**config.mk**
```make
export PLATFORM = sky130hd
export DESIGN_NAME = lieat_lzc_arb_ctrl
export DESIGN_NICKNAME = d
export VERILOG_FILES = /design/src/rtl/lieat_lzc_arb_ctrl.sv
export SDC_FILE = /design/constraint.sdc
export NUM_CORES = 1
export LEC_CHECK = 0
export ABC_CLOCK_PERIOD_IN_PS = 3400
export CAP_MARGIN = 20
export CORE_ASPECT_RATIO = 0.75
export CORE_MARGIN = 5
export CORE_UTILIZATION = 30
export CTS_CLUSTER_SIZE = 24
export DETAILED_ROUTE_END_ITERATION = 7
export GPL_ROUTABILITY_DRIVEN = 0
export SKIP_CTS_REPAIR_TIMING = 1
export SLEW_MARGIN = 10
export SYNTH_ARGS = -nofsm -noshare
export SYNTH_HDL_FRONTEND = slang
export SYNTH_HIERARCHICAL = 1
export SYNTH_SLANG_ARGS = --single-unit
```
**constraint.sdc**
```tcl
create_clock -name clock -period 3.4 [get_ports clock]
set_input_delay 1.02 -clock clock [delete_from_list [all_inputs] [get_ports clock]]
set_output_delay 1.02 -clock clock [all_outputs]
set_load 0.1 [all_outputs]
```
**src/rtl/lieat_lzc_arb_ctrl.sv**
```systemverilog
// Two-port round-robin front end sharing one 32-bit leading-zero counter.
// Stage A holds the granted operand, stage B holds the finished count/normalised result.
module lieat_lzc #(
    parameter int W  = 32,
    parameter int CW = 6
) (
    input  logic [W-1:0]  data_i,
    output logic [CW-1:0] cnt_o
);
    // Ascending scan: the highest set bit is written last and wins.
    always_comb begin
        cnt_o = CW'(W);
        for (int i = 0; i < W; i++) begin
            if (data_i[i]) cnt_o = CW'(W - 1 - i);
        end
    end
endmodule

module lieat_lzc_arb_ctrl #(
    parameter int XLEN = 32,
    parameter int CNTW = 6
) (
    input  logic            clock,
    input  logic            reset,
    input  logic            flush_i,
    input  logic            req0_valid_i,
    output logic            req0_ready_o,
    input  logic [1:0]      req0_op_i,
    input  logic [XLEN-1:0] req0_data_i,
    input  logic            req1_valid_i,
    output logic            req1_ready_o,
    input  logic [1:0]      req1_op_i,
    input  logic [XLEN-1:0] req1_data_i,
    output logic            resp0_valid_o,
    input  logic            resp0_ready_i,
    output logic            resp1_valid_o,
    input  logic            resp1_ready_i,
    output logic [CNTW-1:0] resp_cnt_o,
    output logic [XLEN-1:0] resp_data_o
);
    localparam logic [1:0] OP_CTZ  = 2'b01;
    localparam logic [1:0] OP_NORM = 2'b10;

    typedef struct packed {
        logic            owner;
        logic [1:0]      op;
        logic [XLEN-1:0] data;
    } a_ent_t;

    typedef struct packed {
        logic            owner;
        logic [CNTW-1:0] cnt;
        logic [XLEN-1:0] data;
    } b_ent_t;

    logic   a_valid_q, a_valid_d;
    a_ent_t a_q, a_d;
    logic   b_valid_q, b_valid_d;
    b_ent_t b_q, b_d;
    logic   last_grant_q, last_grant_d;

    logic v0, v1, gnt0, gnt1;
    logic b_can_load, a_can_load;
    logic acc0, acc1, b_out_fire;

    logic [XLEN-1:0] rev_data, lzc_in;
    logic [CNTW-1:0] lzc_cnt;
    b_ent_t          b_new;

    // Port 0 is masked out of arbitration while flushing so port 1 is not starved that cycle.
    always_comb begin
        v0         = req0_valid_i & ~flush_i;
        v1         = req1_valid_i;
        gnt0       = v0 & (~v1 | last_grant_q);
        gnt1       = v1 & (~v0 | ~last_grant_q);
        b_can_load = ~b_valid_q | (b_q.owner ? resp1_ready_i : resp0_ready_i);
        a_can_load = ~a_valid_q | b_can_load;
        acc0       = req0_valid_i & gnt0 & a_can_load;
        acc1       = req1_valid_i & gnt1 & a_can_load;
        b_out_fire = b_valid_q & (b_q.owner ? resp1_ready_i : resp0_ready_i);
    end

    assign req0_ready_o = gnt0 & a_can_load;
    assign req1_ready_o = gnt1 & a_can_load;

    always_comb begin
        for (int i = 0; i < XLEN; i++) rev_data[i] = a_q.data[XLEN-1-i];
        lzc_in = (a_q.op == OP_CTZ) ? rev_data : a_q.data;
    end

    lieat_lzc #(.W(XLEN), .CW(CNTW)) u_lzc (
        .data_i (lzc_in),
        .cnt_o  (lzc_cnt)
    );

    // A zero operand gives a count of XLEN, which shifts NORM data out to zero.
    always_comb begin
        b_new.owner = a_q.owner;
        b_new.cnt   = lzc_cnt;
        b_new.data  = (a_q.op == OP_NORM) ? (a_q.data << lzc_cnt) : '0;
    end

    always_comb begin
        a_valid_d    = a_valid_q;
        a_d          = a_q;
        b_valid_d    = b_valid_q;
        b_d          = b_q;
        last_grant_d = last_grant_q;

        if (acc0 | acc1) begin
            a_valid_d    = 1'b1;
            a_d.owner    = acc1;
            a_d.op       = acc1 ? req1_op_i : req0_op_i;
            a_d.data     = acc1 ? req1_data_i : req0_data_i;
            last_grant_d = acc1;
        end else if (a_valid_q & b_can_load) begin
            a_valid_d = 1'b0;
        end

        if (a_valid_q & b_can_load) begin
            b_valid_d = 1'b1;
            b_d       = b_new;
        end else if (b_out_fire) begin
            b_valid_d = 1'b0;
        end

        if (flush_i) begin
            if (!a_d.owner) a_valid_d = 1'b0;
            if (!b_d.owner) b_valid_d = 1'b0;
        end
    end

    always_ff @(posedge clock) begin
        if (reset) begin
            a_valid_q    <= 1'b0;
            a_q          <= '0;
            b_valid_q    <= 1'b0;
            b_q          <= '0;
            last_grant_q <= 1'b1;
        end else begin
            a_valid_q    <= a_valid_d;
            a_q          <= a_d;
            b_valid_q    <= b_valid_d;
            b_q          <= b_d;
            last_grant_q <= last_grant_d;
        end
    end

    assign resp0_valid_o = b_valid_q & ~b_q.owner;
    assign resp1_valid_o = b_valid_q &  b_q.owner;
    assign resp_cnt_o    = b_q.cnt;
    assign resp_data_o   = b_q.data;
endmodule

```
### Yosys cells after proc, flatten, opt, wreduce, memory -nomap -nowiden

Index checks and enable logic that the tools add are counted.

| word-level totals | value |
|---|---|
| bits of input ports | 75 |
| logic and storage cells | 84 |
| flip-flop bits (word level) | 77 |
| output and inout bits | 42 |

| operators by class | value |
|---|---|
| bitwise logic cells | 25 |
| equality and inequality tests | 2 |
| shift-type cells | 1 |
| mux-type cells | 47 |

Operators by type and width:

| kind | number |
|---|---|
| 6-bit 2-to-1 mux | 32 |
| 32-bit 2-to-1 mux | 3 |
| 39-bit 2-to-1 mux | 1 |
| 35-bit 2-to-1 mux | 1 |
| 32-bit by 6-bit << shifter with 32-bit output | 1 |
| 1-bit bitwise AND | 13 |
| 1-bit 2-to-1 mux | 9 |
| 1-bit inverter | 7 |
| 1-bit bitwise OR | 5 |
| 2-bit by 1-bit == test with 1-bit output, second input constant | 1 |
| 2-bit == test, second input constant | 1 |
| 2-bit 2-to-1 mux | 1 |

### Depth between registers and ports, before layout

| depth | value |
|---|---|
| depth in word-level cells | 39 |
| mapped depth | 17 |
| mapped depth without buffers | 13 |

### Cells and area by module

The synthesis kept the hierarchy.

Modules (own cells, without submodules):

| module | times used | cells each | seq. area each (um^2) | area an instance (um^2) |
|---|---|---|---|---|
| lieat_lzc_arb_ctrl | 1 | 630 | 1541.5 | 5222.5 |
| lieat_lzc | 1 | 65 | 0.0 | 367.9 |

### Worst setup path after synthesis

OpenSTA, ideal clock, no wires.

| path | value |
|---|---|
| path type | input-to-output |
| start point | in resp1_ready_i |
| end point | out req0_ready_o |
| stages | 4 |
| arrival | 2.721 ns |
| path slack | -0.341 ns |
| path buffers | 0 |
| path through | mux2i_1 > nand3_1 > inv_1 > nor2_1 |

| between the ends | value |
|---|---|
| word-level cells in the longest chain between the ends | 4 |

Ends and longest elaborated chain:

| what | line | source |
|---|---|---|
| start: declaration | 37 | `input logic resp1_ready_i,` |
| 1-bit 2-to-1 mux | 76 | `b_can_load = ~b_valid_q \| (b_q.owner ? resp1_ready_i : resp0_ready_i);` |
| 1-bit bitwise OR | 76 |  |
| 1-bit bitwise OR | 77 | `a_can_load = ~a_valid_q \| b_can_load;` |
| 1-bit bitwise AND | 83 | `assign req0_ready_o = gnt0 & a_can_load;` |
| end: declaration | 27 | `output logic req0_ready_o,` |

Every way passes these cells.

==> results.yml <==
status:
  status: "complete, but fails checks"
  violated_checks: "setup timing"
route:
  drt_first_pass_iters: 6
  detail_route.wl_per_cell_um: 19.51
  antenna_violating_nets_post_route: 0
  routed_wl_mm: 21.93
  drtIter0Drc: 778
  drt_drc_violations_left: 0
  routed-via-count: 6137
  drt-vias-per-instance: 5.460
timing:
  finalHoldViolations: 0
  clock-skew-final_ns: 0.007222
  setup_violations: 29
  max_clock_freq_ghz: 0.2667
  fin_crit_sh: 1.103
  timing_worst_slew_pin_value_ns: 0.6899
  timing.slew.headroom: 0.5358
  report.final.slew_viol_count: 0
  finalWorstSetupSlack_ns: -0.3502
  layout_min_cycle_time_ns: 3.750
  rsz0062_at_grt: "true"
  fin_worst_hold_slack_ns: 0.4573
clocking:
  cts.root.buffer_cell: "clkbuf_16"
  cts_num_sinks: 77
  cts-htree-levels: 3
  clock_input_transition_at_the_sequential_cells_of_the_worst_setup_and_hold_paths_ns: 0.06
  clock_latency_at_the_later_pin_of_the_worst_skew_pair_ns: 0.35
  number_of_buffers_created_by_cts: 9
  cts_max_path_buffers: 2
  tritoncts: "done"
global_route:
  grt_start_max_net_pins: 54
  use_met2: 0.2368
  groute.layer.met3.usage: 0.05641
  antenna_found_initial: 0
  grt_use_total: 0.1829
  first_global_vias: 5488
  highest_utilization_routing_layer_at_the_global_route_stage: "met1"
  grt_overflow: 0
  wire_length_of_the_first_global_routing_pass_mm: 30.98
  gr-usage-met1: 0.2889
worst_setup_path:
  cp.required_ns: 3.63
  critPathBufInv: 4
  critical_path.max_fanout: 6
  timing.critical_path.to_type: "register"
  timing.critical_path.cells: "nor2b_4 -> buf_12 -> buf_6 -> nand2_1 -> nand2_2 -> nor2_2 -> o31ai_2 -> a211oi_2 -> o31ai_2 -> buf_4 -> a21o_4 -> clkbuf_16 -> mux4_2 -> mux2i_2 -> mux2i_1 -> a222oi_1 -> nor2_1"
  slowest_delay_ns: 0.56
  cp_data_arrival_time_ns: 3.98
  slowest_stage: "mux4_2"
  path_class: "reg2reg"
  cpMostUsedCell: "o31ai_2"
  timing.critical_path.from_type: "register"
  critical-path-top-delay-family: "compound AO/OA/AOI/OAI gates"
floorplanning:
  initial_core_utilization: 0.3038
  design.core.area_mm2: 0.01840
  fp.dieW_um: 167.6
  die_area_mm2: 0.02149
  fp-row-count: 43
  pin_count: 117
  chipHeight_um: 128.2
logic_synthesis:
  synth.area.top_cells: "dfxtp_1 (28%), mux2i_1 (12%), mux4_2 (10%)"
  yosysWarnings: 6
  syn_avg_cell_area_um2: 8.044
  post_synth_edffs: 0
  synth.most_common_cell: "nand2_1"
  netlist_area_mm2: 0.005590
  yosysTopAreaCellShare: 0.2757
  synth_seq_area_share: 0.2757
  synth_largest_area_cell: "dfxtp_1"
  synthFlopType: "dfxtp_1"
  netlist_top_cells_count: "nand2_1 (149), dfxtp_1 (77), mux2i_1 (67)"
  synth_cell_type_count: 51
  async_reset_ff_frac: 0
  post_synth_inst_count: 695
  mappedNetlistNets: 770
  postSynthRegisterBits: 77
job:
  cap_viol_max_count: 0
final_layout:
  final_net_count: 947
  finalNonFillerCells: 1124
  antennaDiodeCount: 0
  utilization: 0.4709
  share_of_cells_above_drive_strength_1: 0.3717
  areaGrowthSynthToFinish_pct: 54.99
pwr:
  seq_power_share: 0.225
  p_leak_uw: 0.003497
  combinationalPowerShare: 0.547
  peakVddDrop_v: 0.0002928
  clkPwrFrac: 0.227
  power_density_mw_per_mm2: 521.9
  power.switching_fraction: 0.3797
  power.net_switching_uw: 1717
  power_report.internal_total_uw: 2805
placement:
  post-dp-hpwl_mm: 15.25
  placed_cells: 1076
  io_buffer_count: 116
worst_hold_path:
  hold_class: "reg2reg"
## layout by cell type (no fill, tap or decap), types with 5 or more instances in the layout
| cell type | netlist | routed |
|---|---|---|
| a211oi_1 | 36 | 34 |
| a21oi_1 | 35 | 31 |
| a22oi_1 | 12 | 10 |
| a31oi_1 | 7 | 6 |
| a32oi_1 | 7 | 5 |
| buf_12 | 0 | 11 |
| buf_4 | 43 | 150 |
| buf_6 | 0 | 14 |
| clkbuf_16 | 0 | 13 |
| clkdlybuf4s50_1 | 0 | 73 |
| dfxtp_1 | 77 | 75 |
| inv_1 | 12 | 12 |
| mux2_4 | 0 | 5 |
| mux2i_1 | 67 | 50 |
| mux2i_2 | 0 | 6 |
| mux2i_4 | 0 | 11 |
| mux4_2 | 25 | 25 |
| nand2_1 | 149 | 129 |
| nand2_2 | 0 | 17 |
| nand3_1 | 8 | 8 |
| nor2_1 | 66 | 60 |
| nor3_1 | 11 | 8 |
| nor4_2 | 0 | 5 |
| o21ai_0 | 6 | 5 |
## metrics by stage
stage	setup slack, ns	TNS (ns)	area [um2]	total power [uW]
2_1_floorplan	0.02321	0	5623	2171
3_3_place_gp	-0.2993	-5.042	7412	2879
3_5_place_dp	-0.3309	-6.871	7412	2884
4_1_cts	-0.3681	-8.053	7729	3928
5_1_grt	-0.4453	-9.609	8665	4716
6_report	-0.3502	-6.733	8665	4522
## logic make-up after synthesis
kind of cell           after synthesis  synth area share
buffers and inverters              103            0.1009
multiplexers                       101            0.2388
flip-flops                          77            0.2757
AO/OA/AOI/OAI                      143            0.1791
AND/OR/NAND/NOR                    271            0.2055
## registers in the layout (all words and copies together), names as in the netlist
register	flops
last_grant_q	1
b_q	1
resp_cnt_o	6
a_q	35
a_valid_q	1
b_valid_q	1
resp_data_o	32
## final cells by class
cell class	count	area, um2
inverter	14	57.56
clock buffer	10	229.0
sequential	77	1546
multi-input combinational	516	4080
tap	247	309.0
clock inverter	6	87.58
fill	1751	9736
timing repair buffer	254	2355
## tightest hold or removal path, stage by stage, from the launching register on
cell     delay [ns]
dfxtp_1        0.31
nand2_1        0.05
a21oi_1        0.05
## routing by layer
metal | share of wire | vias up
met5 | 0 | -
met4 | 0.019 | 0
met3 | 0.11 | 31
met2 | 0.39 | 368
met1 | 0.48 | 2892
li1 | - | 2846
## path summary, 6_finish.rpt
path,from,endpoint,slack [ns],cells past startpoint
min reg2reg,resp_data_o[3],resp_data_o[3],0.46,2
max,a_q[32],resp_data_o[25],-0.35,17
max reg2reg,a_q[32],resp_data_o[25],-0.35,17
min,resp_data_o[3],resp_data_o[3],0.46,2
## power by group through the flow
| stage | sequential (uW) | clock, uW | combinational (uW) |
|---|---|---|---|
| finish | 1020 | 1030 | 2470 |
| global route | 1020 | 1100 | 2590 |
| CTS | 1010 | 1050 | 1860 |
| detailed placement | 1030 | 0 | 1850 |
| global placement | 1030 | 0 | 1850 |
| floorplan | 1020 | 0 | 1150 |
(Power assumes the default switching activity.)
